--- config.mk ---
export PLATFORM = sky130hd
export DESIGN_NAME = sync_fifo
export DESIGN_NICKNAME = d
export VERILOG_FILES = /design/src/rtl/sync_fifo_pkg.sv /design/src/rtl/sfifo_mem.sv /design/src/rtl/sync_fifo.sv
export SDC_FILE = /design/constraint.sdc
export NUM_CORES = 2
export LEC_CHECK = 0
export CAP_MARGIN = 20
export CORE_MARGIN = 8
export CORE_UTILIZATION = 26
export CTS_CLUSTER_SIZE = 12
export DETAILED_ROUTE_END_ITERATION = 6
export GPL_ROUTABILITY_DRIVEN = 0
export PLACE_DENSITY = 0.42
export RECOVER_POWER = 50
export SLEW_MARGIN = 0
export SYNTH_ARGS = -nofsm -noshare
export SYNTH_HDL_FRONTEND = slang
export SYNTH_SLANG_ARGS = --single-unit
--- constraint.sdc ---
create_clock -name clk -period 5.03 [get_ports clk]
set_clock_uncertainty 0.1 [all_clocks]
set_input_delay 1.006 -clock clk [delete_from_list [all_inputs] [get_ports clk]]
set_output_delay 1.006 -clock clk [all_outputs]
set_load 0.02 [all_outputs]
--- src/rtl/sync_fifo_pkg.sv ---
// sync_fifo_pkg: default geometry, pointer/count type and shared helper for the sync_fifo block.
package sync_fifo_pkg;

  localparam int DEF_DATA_WIDTH = 8;
  localparam int DEF_DEPTH      = 256;
  localparam int DEF_ADDR_WIDTH = $clog2(DEF_DEPTH);

  // Wide enough for pointers that wrap modulo 2*DEPTH and for a count of 0..DEPTH.
  typedef logic [DEF_ADDR_WIDTH:0] ptr_t;

  function automatic logic sticky_next(input logic set, input logic clr, input logic cur);
    return set | (~clr & cur);
  endfunction

endpackage

--- src/rtl/sfifo_mem.sv ---
// sfifo_mem: single-clock storage array with synchronous write and combinational read, no reset.
module sfifo_mem #(
  parameter int DATA_WIDTH = 8,
  parameter int DEPTH      = 256,
  parameter int ADDR_WIDTH = $clog2(DEPTH)
) (
  input  logic                  clk,
  input  logic                  i_we,
  input  logic [ADDR_WIDTH-1:0] i_waddr,
  input  logic [DATA_WIDTH-1:0] i_wdata,
  input  logic [ADDR_WIDTH-1:0] i_raddr,
  output logic [DATA_WIDTH-1:0] o_rdata
);

  logic [DATA_WIDTH-1:0] r_mem [DEPTH];

  // Write port; contents survive reset on purpose.
  always_ff @(posedge clk) begin
    if (i_we) begin
      r_mem[i_waddr] <= i_wdata;
    end
  end

  assign o_rdata = r_mem[i_raddr];

endmodule

--- src/rtl/sync_fifo.sv ---
// sync_fifo: synchronous FIFO with registered count, threshold flags and sticky overflow/underflow.
// Define SYNC_FIFO_FWFT_EN for first-word-fall-through output; otherwise data_out is registered.
module sync_fifo
  import sync_fifo_pkg::*;
#(
  parameter int DATA_WIDTH = DEF_DATA_WIDTH,
  parameter int DEPTH      = DEF_DEPTH,
  parameter int ADDR_WIDTH = $clog2(DEPTH)
) (
  input  logic                  clk,
  input  logic                  rst_n,
  input  logic                  w_en,
  input  logic [DATA_WIDTH-1:0] data_in,
  input  logic                  r_en,
  output logic [DATA_WIDTH-1:0] data_out,
  output logic                  full,
  output logic                  empty,
  input  logic [ADDR_WIDTH:0]   af_thresh,
  input  logic [ADDR_WIDTH:0]   ae_thresh,
  output logic                  almost_full,
  output logic                  almost_empty,
  output logic [ADDR_WIDTH:0]   count,
  output logic                  overflow,
  output logic                  underflow,
  input  logic                  clr_err
);

  localparam logic [ADDR_WIDTH:0]   CNT_ZERO  = (ADDR_WIDTH+1)'(0);
  localparam logic [ADDR_WIDTH:0]   CNT_ONE   = (ADDR_WIDTH+1)'(1);
  localparam logic [ADDR_WIDTH:0]   CNT_FULL  = (ADDR_WIDTH+1)'(DEPTH);
  localparam logic [DATA_WIDTH-1:0] DATA_ZERO = {DATA_WIDTH{1'b0}};

  logic [ADDR_WIDTH:0]   r_wr_ptr;
  logic [ADDR_WIDTH:0]   r_rd_ptr;
  logic [ADDR_WIDTH:0]   r_count;
  logic                  r_overflow;
  logic                  r_underflow;
  logic                  w_wr_acc;
  logic                  w_rd_acc;
  logic [DATA_WIDTH-1:0] w_rd_data;

  // Status flags decode only the registered count, so no flag depends on w_en/r_en.
  always_comb begin
    full         = (r_count == CNT_FULL);
    empty        = (r_count == CNT_ZERO);
    almost_full  = (r_count >= af_thresh);
    almost_empty = (r_count <= ae_thresh);
    w_wr_acc     = w_en && !full;
    w_rd_acc     = r_en && !empty;
  end

  // Pointers, occupancy and sticky error flags.
  always_ff @(posedge clk or negedge rst_n) begin
    if (!rst_n) begin
      r_wr_ptr    <= CNT_ZERO;
      r_rd_ptr    <= CNT_ZERO;
      r_count     <= CNT_ZERO;
      r_overflow  <= 1'b0;
      r_underflow <= 1'b0;
    end else begin
      if (w_wr_acc) begin
        r_wr_ptr <= r_wr_ptr + CNT_ONE;
      end
      if (w_rd_acc) begin
        r_rd_ptr <= r_rd_ptr + CNT_ONE;
      end
      case ({w_wr_acc, w_rd_acc})
        2'b10:   r_count <= r_count + CNT_ONE;
        2'b01:   r_count <= r_count - CNT_ONE;
        default: r_count <= r_count;
      endcase
      r_overflow  <= sticky_next(w_en && full, clr_err, r_overflow);
      r_underflow <= sticky_next(r_en && empty, clr_err, r_underflow);
    end
  end

  assign count     = r_count;
  assign overflow  = r_overflow;
  assign underflow = r_underflow;

  sfifo_mem #(
    .DATA_WIDTH (DATA_WIDTH),
    .DEPTH      (DEPTH),
    .ADDR_WIDTH (ADDR_WIDTH)
  ) u_mem (
    .clk     (clk),
    .i_we    (w_wr_acc),
    .i_waddr (r_wr_ptr[ADDR_WIDTH-1:0]),
    .i_wdata (data_in),
    .i_raddr (r_rd_ptr[ADDR_WIDTH-1:0]),
    .o_rdata (w_rd_data)
  );

`ifdef SYNC_FIFO_FWFT_EN
  // Head word is shown straight from storage; an empty FIFO presents zero.
  assign data_out = empty ? DATA_ZERO : w_rd_data;
`else
  logic [DATA_WIDTH-1:0] r_data_out;

  // Registered read data, updated only on an accepted read.
  always_ff @(posedge clk or negedge rst_n) begin
    if (!rst_n) begin
      r_data_out <= DATA_ZERO;
    end else if (w_rd_acc) begin
      r_data_out <= w_rd_data;
    end
  end

  assign data_out = r_data_out;
`endif

endmodule

==> flow_summary.yaml <==
setup_path:
  startpoint_type: "input pin"
  critPathMostFrequentCell: "sky130_fd_sc_hd__o21a_1"
  worstPathCellList: "clkdlybuf4s50_1, inv_1, ha_1, nor2b_1, o21a_1, o21a_1, o21a_1, o21ai_0, nand2b_1, a21oi_1, o31a_1, clkdlybuf4s50_1"
  critical_path_peak_fanout: 2
  worst-setup-path-type: "in2out"
  cp.buffers_inverters: 3
  critPathRequiredTime_ns: 3.92
  worstSetupEndpointType: "output pin"
  critical_path.max_stage_delay_ns: 0.60
  worst_path_dominant_cell_family: "buffers and inverters"
  slowest_stage: "sky130_fd_sc_hd__clkdlybuf4s50_1"
  arrival_ns: 3.54
place:
  dp_slack_ns: 0.368
  port_buffers: 53
  post-dp-hpwl_um: 154000
pwr:
  powerDensity_nw_per_um2: 537
  total_leakage_power_nw: 29.9
  irDropWorstVdd_mv: 0.425
clock_tree:
  htreeDepth: 4
  cts_sinks: 2083
  worst_skew_pair.late_latency_ns: 0.87
  clock_tree_from_tritoncts: "done"
  clock-root-buffer: "sky130_fd_sc_hd__clkbuf_16"
  cts.reportedPaths.clkPinSlew_ns: 0.06
  postCtsResizedCells: 0
  tritoncts_buffers: 226
  cts.path.max_buffers: 3
detailed_routing:
  route.detailed.wl_per_inst_um: 28.7
  vias_after_detailed_routing: 39800
  drt_iter0_drc: 3440
  drt.antenna.violating_nets: 0
  number_of_remaining_drc_errors: 0
  route.final.wire_length_um: 245000
  routed_via_density: 4.66
  drt-pass1-iter-count: 5
sta:
  slew_viol_final: 1580
  fin_crit_ns: 4.64
  maxClockFrequency_mhz: 215
  finalHoldViolations: 0
  layout_setup_ws_ns: 0.388
  worst_slew_pin_slew_ns: 4.03
  worst_slew_margin_rel: -1.68
  rsz_0062_raised_after_global_routing: "false"
  setup-tns-final_ns: 0
  period_share: 0.923
  hold_slack_ns: 0.406
  report.final.setup_viol: 0
layout:
  num-fill-cells: 30300
  nets: 4271
  layout.area.seq_um2: 62400
  multi_input_area_um2: 17900
  area.growth.synth_to_final_pct: 17.8
  finish.utilization: 0.308
  final_layout_size_suffix_gt1_frac: 0.274
global_routing:
  wire_length_of_the_first_global_routing_pass_um: 342000
  grt_usage: 0.144
  grt_pass1_vias: 41400
  grt.overflow.total: 0
  grt_max_degree: 124
  grt_antenna_before_repair: 17
synthesis:
  dominantRegCellSynth: "sky130_fd_sc_hd__edfxtp_1"
  syn-instance-count: 3799
  synth_fp_nets: 3862
  async_reset_ff_frac: 0.0168
  synth_edf_count: 2048
  number_of_warning_messages_in_the_yosys_log: 0
  yosys_register_bits: 2083
  synthDistinctLibCells: 64
  part_of_the_yosys_area_used_for_sequential_elements: 0.766
  synth.cell_area_um2: 81500
  synth.avg_cell_area_um2: 21.4
die:
  initial_utilization: 0.261
  die_outline_height_um: 576
  die-width_um: 576
  core_um2: 312000
  io_pins: 54
  floorplan.rows: 205
  die_area_um2: 332000
run:
  max_cap_violations: 23
worst_hold_path:
  worst_hold_path_type: "reg2reg"
outcome:
  violations: "max-capacitance violations, max-slew violations"
  status: "complete, but fails checks"
-- sequential cells by signal, summed over array words and instances (netlist names) --
name and cells:
count 9, underflow 1, r_rd_ptr 8, r_wr_ptr 8, overflow 1, data_out 8, u_mem.r_mem 2048
-- layout by cell type, fill, tap and decap left out, types with 25 or more instances in the layout --
master | Yosys | final
sky130_fd_sc_hd__clkinv_1 | 1 | 73
sky130_fd_sc_hd__mux2i_1 | 121 | 121
sky130_fd_sc_hd__inv_1 | 29 | 28
sky130_fd_sc_hd__nor2_1 | 305 | 301
sky130_fd_sc_hd__a21oi_1 | 45 | 45
sky130_fd_sc_hd__nand2_1 | 122 | 106
sky130_fd_sc_hd__buf_4 | 20 | 290
sky130_fd_sc_hd__clkinv_2 | 0 | 28
sky130_fd_sc_hd__clkbuf_16 | 0 | 226
sky130_fd_sc_hd__clkbuf_1 | 89 | 75
sky130_fd_sc_hd__edfxtp_1 | 2048 | 2048
sky130_fd_sc_hd__dfrtp_1 | 35 | 29
sky130_fd_sc_hd__o21ai_0 | 26 | 27
sky130_fd_sc_hd__a22oi_1 | 25 | 25
sky130_fd_sc_hd__clkdlybuf4s50_1 | 0 | 44
sky130_fd_sc_hd__mux4_2 | 544 | 544
sky130_fd_sc_hd__buf_12 | 0 | 29
sky130_fd_sc_hd__ha_1 | 31 | 31
-- synthesized netlist by cell type (5+ instances only) --
cell	count	share of area
sky130_fd_sc_hd__a211oi_1	5	0.00046
sky130_fd_sc_hd__a21o_1	6	0.00055
sky130_fd_sc_hd__a21oi_1	45	0.0028
sky130_fd_sc_hd__a221oi_1	12	0.0013
sky130_fd_sc_hd__a22o_1	10	0.0011
sky130_fd_sc_hd__a22oi_1	25	0.0023
sky130_fd_sc_hd__a31oi_1	12	0.00092
sky130_fd_sc_hd__and2_1	5	0.00038
sky130_fd_sc_hd__buf_1	21	0.00097
sky130_fd_sc_hd__buf_2	61	0.0037
sky130_fd_sc_hd__buf_4	20	0.0018
sky130_fd_sc_hd__buf_6	22	0.0030
sky130_fd_sc_hd__clkbuf_1	89	0.0041
sky130_fd_sc_hd__dfrtp_1	35	0.011
sky130_fd_sc_hd__edfxtp_1	2048	0.75
sky130_fd_sc_hd__ha_1	31	0.0048
sky130_fd_sc_hd__inv_1	29	0.0013
sky130_fd_sc_hd__mux2i_1	121	0.015
sky130_fd_sc_hd__mux4_2	544	0.15
sky130_fd_sc_hd__nand2_1	122	0.0056
sky130_fd_sc_hd__nand3_1	19	0.0012
sky130_fd_sc_hd__nand4_1	7	0.00054
sky130_fd_sc_hd__nor2_1	305	0.014
sky130_fd_sc_hd__nor2b_1	13	0.0010
sky130_fd_sc_hd__nor3_1	12	0.00074
sky130_fd_sc_hd__nor4_1	8	0.00061
sky130_fd_sc_hd__o211ai_1	11	0.0010
sky130_fd_sc_hd__o21ai_0	26	0.0016
sky130_fd_sc_hd__o21ai_1	15	0.00092
sky130_fd_sc_hd__o221ai_1	17	0.0018
sky130_fd_sc_hd__o22ai_1	19	0.0015
sky130_fd_sc_hd__xnor2_1	16	0.0017
sky130_fd_sc_hd__xor2_1	7	0.00075
-- layout make-up --
cell class,count,area share
clock inverter,135,0.0122
multi-input combinational,1467,0.186
inverter,32,0.00133
tap,4140,0.0540
antenna,4,0.000104
timing repair buffer,398,0.0354
sequential,2083,0.650
clock buffer,285,0.0612
-- path summary, 6_finish.rpt --
| kind | start | to | slack [ns] | depth (start not counted) |
|---|---|---|---|---|
| worst max-delay path | ae_thresh[1] | almost_empty | 0.39 | 12 |
| worst min-delay path | underflow | underflow | 0.41 | 1 |
| worst max register to register | r_rd_ptr[1] | data_out[7] | 0.92 | 6 |
| worst min register to register | underflow | underflow | 0.41 | 1 |
| max in group asynchronous | rst_n | r_rd_ptr[2] | 1.65 | 3 |
| min in group asynchronous | rst_n | count[0] | 0.80 | 2 |
-- per-layer routing --
| metal | vias to the layer above | global-route usage | share of wire |
|---|---|---|---|
| li1 | 16700 | - | - |
| met1 | 22000 | 0.203 | 0.45 |
| met2 | 901 | 0.238 | 0.49 |
| met3 | 287 | 0.0197 | 0.041 |
| met4 | 4 | 0.0349 | 0.022 |
| met5 | - | 0 | 0.00011 |
-- power by group --
group	switching (mW)	total, mW	internal (mW)	leakage, nW
Combinational	9.36	15.7	6.33	7.67
Clock	6.96	15.9	8.93	3.40
Sequential	0.551	19.9	19.4	18.8
-- cell families after synthesis --
group,Yosys count,share of synthesized area
compound gates,239,0.0201
xor+xnor,23,0.00247
fa+ha+maj,32,0.00501
buf+inv,249,0.0159
flops,2083,0.766
mux,669,0.166
simple gates,504,0.0252
-- per-stage QoR --
stage                     cell area [um^2]  std cells  power, mW
final                                96000       8544       51.5
after global routing                 96000       8541       53.4
after CTS                            96200       8540       52.4
after detailed placement             89200       8119       36.4
after global placement               89100       8117       36.4
after floorplan                      81500       3799       29.2
-- repair_timing --
item                                   CTS  global route
buffers inserted                         0             0
hold buffers                             1             0
endpoints found under the hold margin   15             0
Note: power is estimated with default switching activity, not from simulation.
